$ cat config.mk
export PLATFORM = sky130hd
export DESIGN_NAME = clk_div_monitor_flat
export DESIGN_NICKNAME = d
export VERILOG_FILES = /design/src/rtl/clk_div_monitor_pkg.sv /design/src/rtl/clk_div_monitor_if.sv /design/src/rtl/clk_div_monitor_checker.sv /design/src/rtl/clk_div_monitor.sv /design/src/flat_wrapper.sv
export SDC_FILE = /design/constraint.sdc
export NUM_CORES = 1
export LEC_CHECK = 0
export ABC_AREA = 1
export BUFFER_PORTS_ARGS = -buffer_cell sky130_fd_sc_hd__clkbuf_2
export CAP_MARGIN = 25
export CORE_MARGIN = 4
export CORE_UTILIZATION = 60
export DETAILED_ROUTE_END_ITERATION = 12
export PLACE_DENSITY_LB_ADDON = 0.05
export SYNTH_ARGS = -nofsm -noshare
export SYNTH_HDL_FRONTEND = slang
export SYNTH_SLANG_ARGS = --single-unit
export TNS_END_PERCENT = 30
$ cat constraint.sdc
create_clock -name clk -period 2.45 [get_ports clk]
set_clock_uncertainty 0.2 [all_clocks]
set_input_delay 0.49 -clock clk [delete_from_list [all_inputs] [get_ports clk]]
set_output_delay 0.49 -clock clk [all_outputs]
set_load 0.01 [all_outputs]
$ cat src/rtl/clk_div_monitor_pkg.sv
// Shared types and helpers for the divided-clock monitor.
package clk_div_monitor_pkg;

    typedef enum logic [1:0] {
        ST_IDLE  = 2'd0,
        ST_ACQ   = 2'd1,
        ST_CHECK = 2'd2,
        ST_LOCK  = 2'd3
    } chk_state_e;

    localparam int unsigned LOCK_EDGES_DEF = 4;
    localparam int unsigned GOOD_W         = 4;

    // Ceiling log2; returns 0 for inputs of 0 or 1.
    function automatic int unsigned clog2_u(input int unsigned v);
        int unsigned r;
        r = 0;
        for (int i = 0; i < 32; i++) begin
            if ((64'd1 << i) < 64'(v)) begin
                r = 32'(i) + 1;
            end
        end
        return r;
    endfunction

    // Largest of three values.
    function automatic int unsigned max3_u(input int unsigned a, input int unsigned b,
                                           input int unsigned c);
        int unsigned m;
        m = a;
        if (b > m) m = b;
        if (c > m) m = c;
        return m;
    endfunction

endpackage

$ cat src/rtl/clk_div_monitor_if.sv
// Monitor-side signal bundle: enable and clocks under test in, status out.
interface clk_div_monitor_if #(
    parameter int unsigned ERRW = 8
);
    logic            enb;
    logic            clk10_in;
    logic            clk20_in;
    logic            clk40_in;
    logic [2:0]      lock;
    logic [2:0]      err;
    logic            all_lock;
    logic [ERRW-1:0] err_cnt;

    // Driver side (clock generator / bench)
    modport master (
        output enb, clk10_in, clk20_in, clk40_in,
        input  lock, err, all_lock, err_cnt
    );

    // Monitor side
    modport slave (
        input  enb, clk10_in, clk20_in, clk40_in,
        output lock, err, all_lock, err_cnt
    );
endinterface

$ cat src/rtl/clk_div_monitor_checker.sv
// Single-channel period checker: tracks toggle spacing of one divided clock.
module clk_period_checker
    import clk_div_monitor_pkg::*;
#(
    parameter int unsigned HALF       = 1,
    parameter int unsigned LOCK_EDGES = LOCK_EDGES_DEF,
    parameter int unsigned CNTW       = 4
) (
    input  logic clk,
    input  logic rst,
    input  logic enb_i,
    input  logic clk_in_i,
    output logic lock_o,
    output logic err_o
);

    localparam logic [CNTW-1:0]   HALF_C   = CNTW'(HALF);
    localparam logic [CNTW-1:0]   CNT_MAX  = '1;
    localparam logic [GOOD_W-1:0] GOOD_MAX = '1;
    localparam logic [GOOD_W-1:0] LE_C     = GOOD_W'(LOCK_EDGES);

    chk_state_e        state_q;
    logic              prev_q;
    logic [CNTW-1:0]   cnt_q;
    logic [GOOD_W-1:0] good_q;
    logic              lock_q;
    logic              err_q;

    logic              edge_c;
    logic [CNTW-1:0]   cnt_inc_c;
    logic [GOOD_W-1:0] good_inc_c;

    // Edge detect and saturating increments
    assign edge_c     = clk_in_i ^ prev_q;
    assign cnt_inc_c  = (cnt_q == CNT_MAX) ? cnt_q : cnt_q + CNTW'(1);
    assign good_inc_c = (good_q == GOOD_MAX) ? good_q : good_q + GOOD_W'(1);

    // Channel FSM with registered lock/err
    always_ff @(posedge clk) begin
        if (rst) begin
            state_q <= ST_IDLE;
            prev_q  <= 1'b0;
            cnt_q   <= '0;
            good_q  <= '0;
            lock_q  <= 1'b0;
            err_q   <= 1'b0;
        end else begin
            prev_q <= clk_in_i;
            err_q  <= 1'b0;
            if (!enb_i) begin
                state_q <= ST_IDLE;
                lock_q  <= 1'b0;
            end else begin
                case (state_q)
                    ST_IDLE: begin
                        state_q <= ST_ACQ;
                        lock_q  <= 1'b0;
                    end
                    ST_ACQ: begin
                        lock_q <= 1'b0;
                        if (edge_c) begin
                            cnt_q   <= CNTW'(1);
                            good_q  <= '0;
                            state_q <= ST_CHECK;
                        end
                    end
                    ST_CHECK, ST_LOCK: begin
                        if (edge_c && (cnt_q == HALF_C)) begin
                            cnt_q  <= CNTW'(1);
                            good_q <= good_inc_c;
                            if ((state_q == ST_CHECK) && (good_inc_c == LE_C)) begin
                                state_q <= ST_LOCK;
                                lock_q  <= 1'b1;
                            end
                        end else if (edge_c || (cnt_q == HALF_C)) begin
                            // Early edge or missing edge: drop lock and re-acquire
                            err_q   <= 1'b1;
                            lock_q  <= 1'b0;
                            state_q <= ST_ACQ;
                        end else begin
                            cnt_q <= cnt_inc_c;
                        end
                    end
                    default: begin
                        state_q <= ST_IDLE;
                        lock_q  <= 1'b0;
                    end
                endcase
            end
        end
    end

    assign lock_o = lock_q;
    assign err_o  = err_q;

endmodule

$ cat src/rtl/clk_div_monitor.sv
// Divided-clock monitor: three period checkers, combined lock and error count.
module clk_div_monitor
    import clk_div_monitor_pkg::*;
#(
    parameter int unsigned HALF10     = 1,
    parameter int unsigned HALF20     = 2,
    parameter int unsigned HALF40     = 4,
    parameter int unsigned LOCK_EDGES = LOCK_EDGES_DEF,
    parameter int unsigned ERRW       = 8
) (
    input  logic             clk,
    input  logic             rst,
    clk_div_monitor_if.slave mon
);

    localparam int unsigned CNTW = clog2_u(max3_u(HALF10, HALF20, HALF40)) + 2;
    localparam int unsigned SUMW = ERRW + 1;

    logic [2:0]      lock_s;
    logic [2:0]      err_s;
    logic            all_lock_q;
    logic [ERRW-1:0] err_cnt_q;
    logic [1:0]      err_pop_c;
    logic [SUMW-1:0] err_sum_c;
    logic [ERRW-1:0] err_cnt_sat_c;

    clk_period_checker #(.HALF(HALF10), .LOCK_EDGES(LOCK_EDGES), .CNTW(CNTW)) u_chk10 (
        .clk(clk), .rst(rst), .enb_i(mon.enb), .clk_in_i(mon.clk10_in),
        .lock_o(lock_s[0]), .err_o(err_s[0])
    );

    clk_period_checker #(.HALF(HALF20), .LOCK_EDGES(LOCK_EDGES), .CNTW(CNTW)) u_chk20 (
        .clk(clk), .rst(rst), .enb_i(mon.enb), .clk_in_i(mon.clk20_in),
        .lock_o(lock_s[1]), .err_o(err_s[1])
    );

    clk_period_checker #(.HALF(HALF40), .LOCK_EDGES(LOCK_EDGES), .CNTW(CNTW)) u_chk40 (
        .clk(clk), .rst(rst), .enb_i(mon.enb), .clk_in_i(mon.clk40_in),
        .lock_o(lock_s[2]), .err_o(err_s[2])
    );

    // Saturating add of this cycle's error pulses; at most 3 so only the carry matters
    assign err_pop_c     = 2'(err_s[0]) + 2'(err_s[1]) + 2'(err_s[2]);
    assign err_sum_c     = {1'b0, err_cnt_q} + SUMW'(err_pop_c);
    assign err_cnt_sat_c = err_sum_c[ERRW] ? '1 : err_sum_c[ERRW-1:0];

    // Combined lock stage and error counter
    always_ff @(posedge clk) begin
        if (rst) begin
            all_lock_q <= 1'b0;
            err_cnt_q  <= '0;
        end else begin
            all_lock_q <= &lock_s;
            if (mon.enb) begin
                err_cnt_q <= err_cnt_sat_c;
            end
        end
    end

    assign mon.lock     = lock_s;
    assign mon.err      = err_s;
    assign mon.all_lock = all_lock_q;
    assign mon.err_cnt  = err_cnt_q;

endmodule
$ cat src/flat_wrapper.sv
// flat-port wrapper written by rule: the top's interface ports become plain ports
module clk_div_monitor_flat import clk_div_monitor_pkg::*;
#(
    parameter int unsigned HALF10     = 1,
    parameter int unsigned HALF20     = 2,
    parameter int unsigned HALF40     = 4,
    parameter int unsigned LOCK_EDGES = LOCK_EDGES_DEF,
    parameter int unsigned ERRW       = 8
)
  (clk, rst, mon_enb, mon_clk10_in, mon_clk20_in, mon_clk40_in, mon_lock, mon_err, mon_all_lock, mon_err_cnt);
  clk_div_monitor_if #(.ERRW(ERRW)) mon_i ();
  input  logic clk;
  input  logic rst;
  input wire logic [$bits(mon_i.enb)-1:0] mon_enb;
  input wire logic [$bits(mon_i.clk10_in)-1:0] mon_clk10_in;
  input wire logic [$bits(mon_i.clk20_in)-1:0] mon_clk20_in;
  input wire logic [$bits(mon_i.clk40_in)-1:0] mon_clk40_in;
  output wire logic [$bits(mon_i.lock)-1:0] mon_lock;
  output wire logic [$bits(mon_i.err)-1:0] mon_err;
  output wire logic [$bits(mon_i.all_lock)-1:0] mon_all_lock;
  output wire logic [$bits(mon_i.err_cnt)-1:0] mon_err_cnt;
  assign mon_i.enb = mon_enb;
  assign mon_i.clk10_in = mon_clk10_in;
  assign mon_i.clk20_in = mon_clk20_in;
  assign mon_i.clk40_in = mon_clk40_in;
  assign mon_lock = mon_i.lock;
  assign mon_err = mon_i.err;
  assign mon_all_lock = mon_i.all_lock;
  assign mon_err_cnt = mon_i.err_cnt;
  clk_div_monitor #(.HALF10(HALF10), .HALF20(HALF20), .HALF40(HALF40), .LOCK_EDGES(LOCK_EDGES), .ERRW(ERRW)) u_core (.clk(clk), .rst(rst), .mon(mon_i));
endmodule
Word-level counts from Yosys, hierarchy flattened --
Cells that the tools add are included.
Word-level totals: output and inout port bits 15, input port bits 6, bits in registers 48, logic and storage cells 171
Operators by class: bitwise gates (word level) 7, muxes and demuxes 58, equality and inequality tests 39, reduce and logical (&&, ||, !) cells 38, $add $sub $neg 9
Operators with widths (count):
- 4-bit 2-to-1 mux | 21
- 4-bit one-hot mux with 2 select lines | 6
- 3-bit != test, second input constant | 12
- 4-bit by 1-bit adder with 4-bit output, second input constant | 6
- 4-bit == test, second input constant | 6
- 2-bit 2-to-1 mux | 12
- 2-bit one-hot mux with 3 select lines | 3
- 4-bit by 3-bit == test with 1-bit output, second input constant | 4
- 5-bit AND reduction | 3
- 2-bit OR reduction | 7
- 2-bit == test, second input constant | 6
- 1-bit 2-to-1 mux | 12
- 2-bit != test, second input constant | 6
- 3-bit AND reduction | 4
- 4-bit AND reduction | 3
- 4-bit OR reduction | 3
- 8-bit by 2-bit adder with 9-bit output | 1
- 8-bit 2-to-1 mux | 1
- 2-bit by 1-bit == test with 1-bit output, second input constant | 3
- 1-bit logical AND | 6
- 2-bit zero test | 3
- 1-bit one-hot mux with 2 select lines | 3
- 2-bit AND reduction | 3
- 2-bit nonzero test | 3
- 7 further kinds | 14

Longest topological paths before layout --
Gate-level depths: netlist of the first run.
word-level depth 7, mapped depth 12, mapped depth without buffers 12

Hierarchy --
From an unflattened synthesis of the first run, not the netlist that was laid out.
Second synthesis, totals: cells, all modules 451, area total of the unflattened synthesis 3085.5 µm²
Modules (own cells, without submodules):
- clk_period_checker (u_core.u_chk10) | instances 1, cells an instance 132, sequential area each 260.2 µm², area an instance 865.8 µm²
- clk_period_checker (u_core.u_chk20) | instances 1, cells an instance 129, sequential area each 260.2 µm², area an instance 862.1 µm²
- clk_period_checker (u_core.u_chk40) | instances 1, cells an instance 130, sequential area each 260.2 µm², area an instance 852.1 µm²
- clk_div_monitor | instances 1, cells an instance 60, sequential area each 180.2 µm², area an instance 505.5 µm²

Worst setup path after synthesis of the first run --
OpenSTA, ideal clock, no wires.
path type register -> register, start point register u_core.err_cnt_q[0] (netlist: u_core.mon.err_cnt[0]), end point register u_core.err_cnt_q[7] (netlist: u_core.mon.err_cnt[7]), buffers on the path 0, library setup time 0.121 ns, period minus slack after synthesis 2.232 ns, setup slack 0.218 ns, stages on the path, launching flop included 9, required time 2.129 ns, data arrival time 1.911 ns, cells stage by stage dfxtp_1 -> fa_1 -> ha_1 -> fa_1 -> nand2_1 -> nor2_1 -> and3_1 -> nor4_1 -> nor2_1
On the way: cells in the longest elaborated chain, start to end 2
RTL lines:
- start: declaration | line clk_div_monitor.sv:22 | logic [ERRW-1:0] err_cnt_q;
- start signal: assignment | line clk_div_monitor.sv:55 | err_cnt_q <= err_cnt_sat_c;
- 8-bit by 2-bit adder with 9-bit output | line clk_div_monitor.sv:44 | assign err_sum_c = {1'b0, err_cnt_q} + SUMW'(err_pop_c);
- 8-bit 2-to-1 mux | line clk_div_monitor.sv:45 | assign err_cnt_sat_c = err_sum_c[ERRW] ? '1 : err_sum_c[ERRW-1:0];
Every way passes these cells. A chain may end at the register's enable or synchronous reset.

Final worst setup path of the first run --
start point register u_core.err_cnt_q[0] (netlist: u_core.mon.err_cnt[0]), end point register u_core.err_cnt_q[0] (netlist: u_core.mon.err_cnt[0])
Same word-level chain as after synthesis.

==> impl_metrics.toml, run 1 <==
[yosys]
synth-seq-cells = 48
synthArstFlopShare_pct = 0
syn_area_per_cell_um2 = 7.03
synth_cell_types = 34
yosys.area.top_type_share_pct = 34.5
synth_edf_count = 0
synth_area_leaders = "dfxtp_1, nand2_1, ha_1"
synth_cells = 396
syn_nets = 421
ys_seq_area_share_pct = 34.5
ys.flop_type = "dfxtp_1"
yosysWarnings = 0
syn_area_mm2 = 0.00278
synth_area_leader_cell = "dfxtp_1"

[setup_path]
crit_chain = "fa_1, ha_1, fa_1, nand2_1, nor2_2, and3_2, nand3_2, a31oi_1"
reg2regPathDepth = 8
cp_top_family = "adder cells"
crit_type = "reg2reg"
arrival_ps = 2350
worst-path-max-fanout = 6
required_ps = 2440
ff2ff_setup_slack_ps = 90
end_kind = "register"
startpoint_type = "register"
max_stage_delay_ps = 490
r2r-start = "u_core.mon.err_cnt[0]"
cp_slowest_cell = "fa_1"
r2r-end = "u_core.mon.err_cnt[0]"
cp_num_buf_inv = 0
crit_top_cell = "fa_1"

[layout]
final_common_cell = "nand2_1"
fillers = 396
nets = 438
fin_util_pct = 67.7
final_cells = 465
diodes = 0
area_growth_pct = 7.28
final_cell_mix = "nand2_1, inv_1, dfxtp_1"
drive_above_1_share_pct = 12.8

[routing]
drt_pass1_iterations = 5
totalWireLength_um = 5650
vias_per_cell = 5.30
drt_iter0_drc = 81
route.vias.total = 2465
wl_per_cell_um = 12.1
drcViolationCount = 0
ant_nets = 0

[clock_tree]
postCtsHoldBufs = 0
cts_made_buffers = 5
clk_path_buf_depth = 2
cts_tree = "yes"
clockRootBuffer = "clkbuf_8"
cts_sinks = 48
post_cts_buffers = 0
cts_max_level = 2
clk_latency_ps = 300
clk_pin_slew_ps = 90
post_cts_resize_count = 0

[die]
core-area_mm2 = 0.00441
initial_utilization_pct = 63.1
die_w_um = 76.1
dieHeight_um = 76.1
ios = 21
rows = 24
fp.dieArea_mm2 = 0.00579

[hold_path]
min-delay-start = "mon_clk20_in"
hold_path.class = "in2reg"
hold_end = "u_core.u_chk20.prev_q"
holdPathStages = 3

[sta]
fmax_mhz = 423
fin_setup_tns_ps = 0
relSlewSlack_pct = 73.9
hold_violations = 0
period_needed_ps = 2360
period_share_pct = 96.4
tightestPinTransition_ps = 391
rsz0062_at_grt = "true"
final-max-slew-violation-count = 0
setup_violations = 0
holdWs_ps = 210

[pwr]
power_density_mw_per_mm2 = 474
vdd_drop_max_uv = 272
p_leak_nw = 1.33

[placement]
dp_hpwl_um = 4300
placement.io_buffers = 20
gp_congestion = 0.839
dp.cells = 458

[run_status]
outcome = "finished clean"

[grt]
grt_max_degree = 17
grt_pass1_vias = 2273
antenna_found_initial = 0
grt_usage_pct = 20.0
grt-ovfl-total = 0
grt_pass1_wl_um = 9780

[flow_run]
drv_cap = 0
[layer usage]
layer	part of all wire, %	vias to the layer above	global-route usage [%]
li1	-	1297	-
met1	50	1110	26.6
met2	45	48	31.3
met3	3.7	10	4.14
met4	1.9	0	8.39
met5	0	-	0
[cells by family after synthesis]
group,share of synthesized area [%]
buffers and inverters,10.2
DFF,34.5
xor gates and xnor gates,4.63
AOI/OAI and AO/OA,12.4
adders and majority gates,9.08
and+or+nand+nor,29.2
[worst max path at each step]
stage                               start               endpoint  slack, ps  cells past startpoint
detailed placement  u_core.mon.err_cnt[0]  u_core.mon.err_cnt[7]        120                      8
floorplan           u_core.mon.err_cnt[0]  u_core.mon.err_cnt[7]        220                      8
global route        u_core.mon.err_cnt[0]  u_core.mon.err_cnt[7]        -40                      8
finish              u_core.mon.err_cnt[0]  u_core.mon.err_cnt[0]         90                      8
CTS                 u_core.mon.err_cnt[0]  u_core.mon.err_cnt[7]         90                      8
global placement    u_core.mon.err_cnt[0]  u_core.mon.err_cnt[7]        190                      8
[cell type report]
| cell class | count | area [um2] | share of cell area, % |
|---|---|---|---|
| timing repair buffer | 22 | 115 | 3.85 |
| multi-input combinational | 281 | 1550 | 51.8 |
| sequential | 48 | 961 | 32.2 |
| clock buffer | 6 | 82.6 | 2.76 |
| tap | 52 | 65.1 | 2.18 |
| inverter | 55 | 206 | 6.91 |
| clock inverter | 1 | 8.76 | 0.293 |
[Yosys cell counts, types with 2 or more instances]
cell      instances
inv_2             4
fa_1              2
inv_1            51
xor2_1            9
a31oi_1           3
nor2_1           31
nor3_1            8
a21oi_1          35
ha_1             17
buf_4             9
nand4_1           4
dfxtp_1          48
nand3_1          29
xnor2_1           2
clkbuf_1          2
nor4_1            2
o21ai_0          19
nand3_2           2
nand2_1          97
nor2_2            6
o21ai_1           3
[worst register-to-register path, stage by stage, from the launching register on]
cell     delay, ps
dfxtp_1        350
fa_1           490
ha_1           230
fa_1           380
nand2_1        130
nor2_2          50
and3_2         200
nand3_2        130
a31oi_1         90
[through the flow]
stage                     power, mW  worst slack, ps  area (um2)
final                          1.42             88.4        2990
after global routing           1.48            -43.8        2990
after global placement        0.949              194        2890
after detailed placement      0.953              121        2890
after floorplan               0.920              218        2780
after CTS                      1.43             89.3        2980
[power breakdown]
group	switching [mW]	internal, mW
Combinational	0.0837	0.0425
Sequential	0.0150	0.793
Clock	0.257	0.225
Total	0.355	1.06
[state kept, by name, summed over array words and instances (netlist names), 2 cells and up]
name / flops
u_core.u_chk40.cnt_q: 4
u_core.u_chk10.state_q: 2
u_core.u_chk10.good_q: 4
u_core.mon.err_cnt: 8
u_core.u_chk20.cnt_q: 4
u_core.u_chk20.good_q: 4
u_core.u_chk40.state_q: 2
u_core.u_chk40.good_q: 4
u_core.u_chk20.state_q: 2
u_core.u_chk10.cnt_q: 4
No activity file was read; power rests on OpenSTA's default activity.
==> inputs of run 2 (changes only) <==
--- a/config.mk
+++ b/config.mk
@@ -8,8 +8,10 @@
 export ABC_AREA = 1
 export BUFFER_PORTS_ARGS = -buffer_cell sky130_fd_sc_hd__clkbuf_2
 export CAP_MARGIN = 25
+export CELL_PAD_IN_SITES_DETAIL_PLACEMENT = 1
+export CELL_PAD_IN_SITES_GLOBAL_PLACEMENT = 1
 export CORE_MARGIN = 4
-export CORE_UTILIZATION = 60
+export CORE_UTILIZATION = 43
 export DETAILED_ROUTE_END_ITERATION = 12
 export PLACE_DENSITY_LB_ADDON = 0.05
 export SYNTH_ARGS = -nofsm -noshare
==> impl_metrics.toml, run 2 (same netlist as run 1, synthesis figures left out) <==
[pwr]
vdd_drop_max_uv = 280
p_int_mw = 1.03
p_switching_mw = 0.359
power_density_mw_per_mm2 = 463
clockPowerShare_pct = 32.5
p_leak_nw = 1.32
seq_power_share_pct = 58.2
combinationalPowerShare_pct = 9.3
swShare_pct = 25.8

[setup_path]
cp_top_family = "adder cells"
r2r-end = "u_core.mon.err_cnt[6]"
startpoint_type = "register"
max_stage_delay_ps = 480
arrival_ps = 2270
cp_slowest_cell = "fa_1"
worst-path-max-fanout = 4
cp_num_buf_inv = 0
crit_top_cell = "fa_1"
crit_chain = "fa_1, ha_1, fa_1, nand2_1, nor2_2, and3_4, o21ai_0, a31oi_1"
required_ps = 2430
ff2ff_setup_slack_ps = 160
reg2regPathDepth = 8
r2r-start = "u_core.mon.err_cnt[0]"
crit_type = "reg2reg"
end_kind = "register"

[sta]
final-max-slew-violation-count = 0
setup_violations = 0
holdWs_ps = 216
tightestPinTransition_ps = 399
period_share_pct = 93.6
period_needed_ps = 2290
fin_setup_tns_ps = 0
relSlewSlack_pct = 73.4
hold_violations = 0
rsz0062_at_grt = "false"
fmax_mhz = 436

[layout]
area_growth_pct = 7.82
diodes = 0
final_cell_mix = "nand2_1, inv_1, dfxtp_1"
drive_above_1_share_pct = 12.3
largest_reg_flops = 8
nets = 438
final_common_cell = "nand2_1"

[routing]
drt_iter0_drc = 86
ant_nets = 0
wl_per_cell_um = 12.9
vias_per_cell = 5.09
route.vias.total = 2496
drcViolationCount = 0
drt_pass1_iterations = 4
totalWireLength_um = 6330

[grt]
grt_pass1_vias = 2432
antenna_found_initial = 0
grt_pass1_wl_um = 11100
grt_max_degree = 17
grt-ovfl-total = 0
grt_usage_pct = 17.8

[clock_tree]
cts_made_buffers = 5
clk_path_buf_depth = 2
cts_sinks = 48
cts_tree = "yes"
clk_latency_ps = 300
clk_pin_slew_ps = 90
clockRootBuffer = "clkbuf_8"
cts_max_level = 2

[run_status]
outcome = "finished clean"

[placement]
placement.io_buffers = 20
dp_hpwl_um = 5020
gp_congestion = 0.856

[die]
fp.dieArea_mm2 = 0.00783
rows = 29
die_w_um = 88.5
ios = 21
dieHeight_um = 88.5
core-area_mm2 = 0.00631
initial_utilization_pct = 44.1

[hold_path]
holdPathStages = 3
hold_path.class = "in2reg"
min-delay-start = "mon_clk10_in"
hold_end = "u_core.u_chk10.prev_q"

[flow_run]
drv_cap = 0
[run 2: cell count changes in the layout (fill, tap and decap cells not counted)]
cell / before / now
clkinv_2: 0 / 1
and3_2: 1 / 0
nor4_1: 1 / 2
clkbuf_1: 0 / 1
clkbuf_8: 6 / 5
clkinv_4: 1 / 0
and3_4: 0 / 1
nor4_2: 1 / 0
[run 2: timing repair]
action	4_1_cts	5_1_grt
endpoints found under the hold margin	0	0
endpoints found under the setup margin	0	6
hold buffers	0	0
buffers inserted	0	0
resized for setup	0	2
[run 2: area by class of cell]
cell class,count,area (um2)
multi-input cells,281,1550
well taps,77,96.3
clock inverters,1,5.00
clock buffers,6,72.6
fillers,857,3310
flip-flops and latches,48,961
inverters,55,206
repair buffers,22,115
[run 2: per-stage QoR]
stage	setup slack, ps	instance area [um2]	util, %	cells	power [mW]
floorplan	218	2780	-	396	0.920
global placement	185	2920	46.2	483	0.954
detailed placement	119	2920	46.2	483	0.958
CTS	107	2990	47.4	490	1.41
global route	30.9	3000	47.5	490	1.47
finish	157	3000	47.5	490	1.39
[run 2: metal layers]
| layer | global-route usage, % | up-vias | wire length [um] |
|---|---|---|---|
| met2 | 28.3 | 17 | 2800 |
| met4 | 3.71 | 0 | 57 |
| met5 | 0 | - | 0 |
| li1 | - | 1302 | - |
| met3 | 3.35 | 6 | 135 |
| met1 | 25.2 | 1171 | 3340 |
[run 2: worst register-to-register path, delay by kind of cell, from the launching register on]
family          cells  cell delay [ps]
simple gates        3              340
compound gates      2              220
flops               1              340
fa+ha+maj           3             1070
[run 2: power groups by stage]
| stage | Clock [mW] | Sequential [mW] | Combinational (mW) |
|---|---|---|---|
| after CTS | 0.468 | 0.809 | 0.132 |
| final | 0.451 | 0.809 | 0.130 |
| after global routing | 0.506 | 0.811 | 0.151 |
| after floorplan | 0 | 0.822 | 0.0978 |
| after detailed placement | 0 | 0.827 | 0.131 |
| after global placement | 0 | 0.827 | 0.128 |
[run 2: worst max path at each step]
stage | from | endpoint | slack (ps) | cells past startpoint
final | u_core.mon.err_cnt[0] | u_core.mon.err_cnt[6] | 160 | 8
after global routing | u_core.mon.err_cnt[0] | u_core.mon.err_cnt[2] | 30 | 8
after global placement | u_core.mon.err_cnt[0] | u_core.mon.err_cnt[7] | 190 | 8
after CTS | u_core.mon.err_cnt[0] | u_core.mon.err_cnt[5] | 110 | 8
after detailed placement | u_core.mon.err_cnt[0] | u_core.mon.err_cnt[6] | 120 | 8
after floorplan | u_core.mon.err_cnt[0] | u_core.mon.err_cnt[7] | 220 | 8
==> inputs of run 3 (changes only) <==
--- a/config.mk
+++ b/config.mk
@@ -11,7 +11,8 @@
 export CELL_PAD_IN_SITES_DETAIL_PLACEMENT = 1
 export CELL_PAD_IN_SITES_GLOBAL_PLACEMENT = 1
 export CORE_MARGIN = 4
-export CORE_UTILIZATION = 43
+export CORE_UTILIZATION = 45
+export CTS_BUF_LIST = sky130_fd_sc_hd__clkbuf_4 sky130_fd_sc_hd__clkbuf_8
 export DETAILED_ROUTE_END_ITERATION = 12
 export PLACE_DENSITY_LB_ADDON = 0.05
 export SYNTH_ARGS = -nofsm -noshare
==> impl_metrics.toml, run 3 (same netlist as run 1, synthesis figures left out) <==
[sta]
fin_setup_tns_ps = 0
fmax_mhz = 423
tightestPinTransition_ps = 418
relSlewSlack_pct = 72.1
period_needed_ps = 2360
final-max-slew-violation-count = 0
period_share_pct = 96.5
hold_violations = 0
setup_violations = 0
rsz0062_at_grt = "false"

[setup_path]
startpoint_type = "register"
worst-path-max-fanout = 4
arrival_ps = 2350
end_kind = "register"
crit_type = "reg2reg"
required_ps = 2430

[die]
die_w_um = 86.7
core-area_mm2 = 0.00596
ios = 21
initial_utilization_pct = 46.7
fp.dieArea_mm2 = 0.00751
dieHeight_um = 86.7
rows = 28

[clock_tree]
post_cts_buffers = 0
clockRootBuffer = "clkbuf_8"
clk_path_buf_depth = 2
cts_tree = "yes"
clk_pin_slew_ps = 90
cts_max_level = 2
postCtsHoldBufs = 0
clk_latency_ps = 310
post_cts_resize_count = 0
cts_sinks = 48
cts_made_buffers = 5

[pwr]
p_switching_mw = 0.376
power_density_mw_per_mm2 = 525
combinationalPowerShare_pct = 8.0
vdd_drop_max_uv = 319
fin_total_pwr_mw = 1.61
swShare_pct = 23.3
p_int_mw = 1.24
clockPowerShare_pct = 41.9
seq_power_share_pct = 50.1
p_leak_nw = 1.34

[layout]
final_common_cell = "nand2_1"
area_growth_pct = 10.5
drive_above_1_share_pct = 13.1
diodes = 0
nets = 438
largest_reg_flops = 8
fillers = 815
final_cell_mix = "nand2_1, inv_1, dfxtp_1"

[routing]
wl_per_cell_um = 13.4
totalWireLength_um = 6550
drt_iter0_drc = 59
route.vias.total = 2511
ant_nets = 0
vias_per_cell = 5.15
drt_pass1_iterations = 4
drcViolationCount = 0

[placement]
dp_hpwl_um = 5070
gp_congestion = 0.835
placement.io_buffers = 20

[grt]
grt_pass1_wl_um = 11400
grt_pass1_vias = 2417
grt_max_degree = 16
grt_usage_pct = 18.9
grt-ovfl-total = 0
antenna_found_initial = 0

[flow_run]
drv_cap = 0

[hold_path]
hold_path.class = "in2reg"

[run_status]
outcome = "finished clean"
run 3: cell types whose count changed in the layout (fill, tap and decap cells not counted), sizes merged:
cell	delta
bufinv	+2
clkinv	-1
clkbuf	-1
run 3: worst max-delay path, stage by stage, from the launching register on:
cell and delay [ps]:
dfxtp_1 350, fa_1 490, ha_1 230, fa_1 360
nand2_1 120, nor2_2 60, and3_4 170, o21ai_0 190
a31oi_1 70
run 3: stage by stage:
step	worst slack [ps]	instances	util [%]	instance area [um2]	hold WS, ps
4_1_cts	73.0	488	51.1	3040	205
3_5_place_dp	101	481	48.9	2910	267
3_3_place_gp	185	481	48.9	2910	260
2_1_floorplan	218	396	-	2780	231
6_report	86.0	488	51.7	3080	209
5_1_grt	22.7	488	51.7	3080	231
run 3: cell type report:
class	instances	area [um2]	area share, %
Tap cell	75	93.8	3.05
Clock inverter	2	60.1	1.95
Sequential cell	48	961	31.2
Timing Repair Buffer	22	115	3.74
Inverter	55	206	6.71
Clock buffer	5	68.8	2.24
Multi-Input combinational cell	281	1570	51.1
run 3: final timing paths:
path	cells after the start	end	from	slack, ps
max reg2reg	8	u_core.mon.err_cnt[6]	u_core.mon.err_cnt[0]	90
max	8	u_core.mon.err_cnt[6]	u_core.mon.err_cnt[0]	90
min reg2reg	2	u_core.mon.all_lock	u_core.u_chk40.lock_o	280
min	3	u_core.u_chk20.prev_q	mon_clk20_in	210
run 3: routing by layer:
metal | vias to the layer above | global-route usage, % | wire, um
li1 | 1295 | - | -
met1 | 1185 | 26.2 | 3280
met2 | 26 | 30.3 | 3030
met3 | 5 | 3.23 | 166
met4 | 0 | 5.10 | 72
met5 | - | 0 | 0
run 3: power by group through the flow:
stage	clock network [mW]	logic, mW	registers (mW)
floorplan	0	0.0978	0.822
global placement	0	0.126	0.826
CTS	0.689	0.131	0.809
finish	0.676	0.129	0.809
global route	0.722	0.150	0.812
detailed placement	0	0.130	0.827
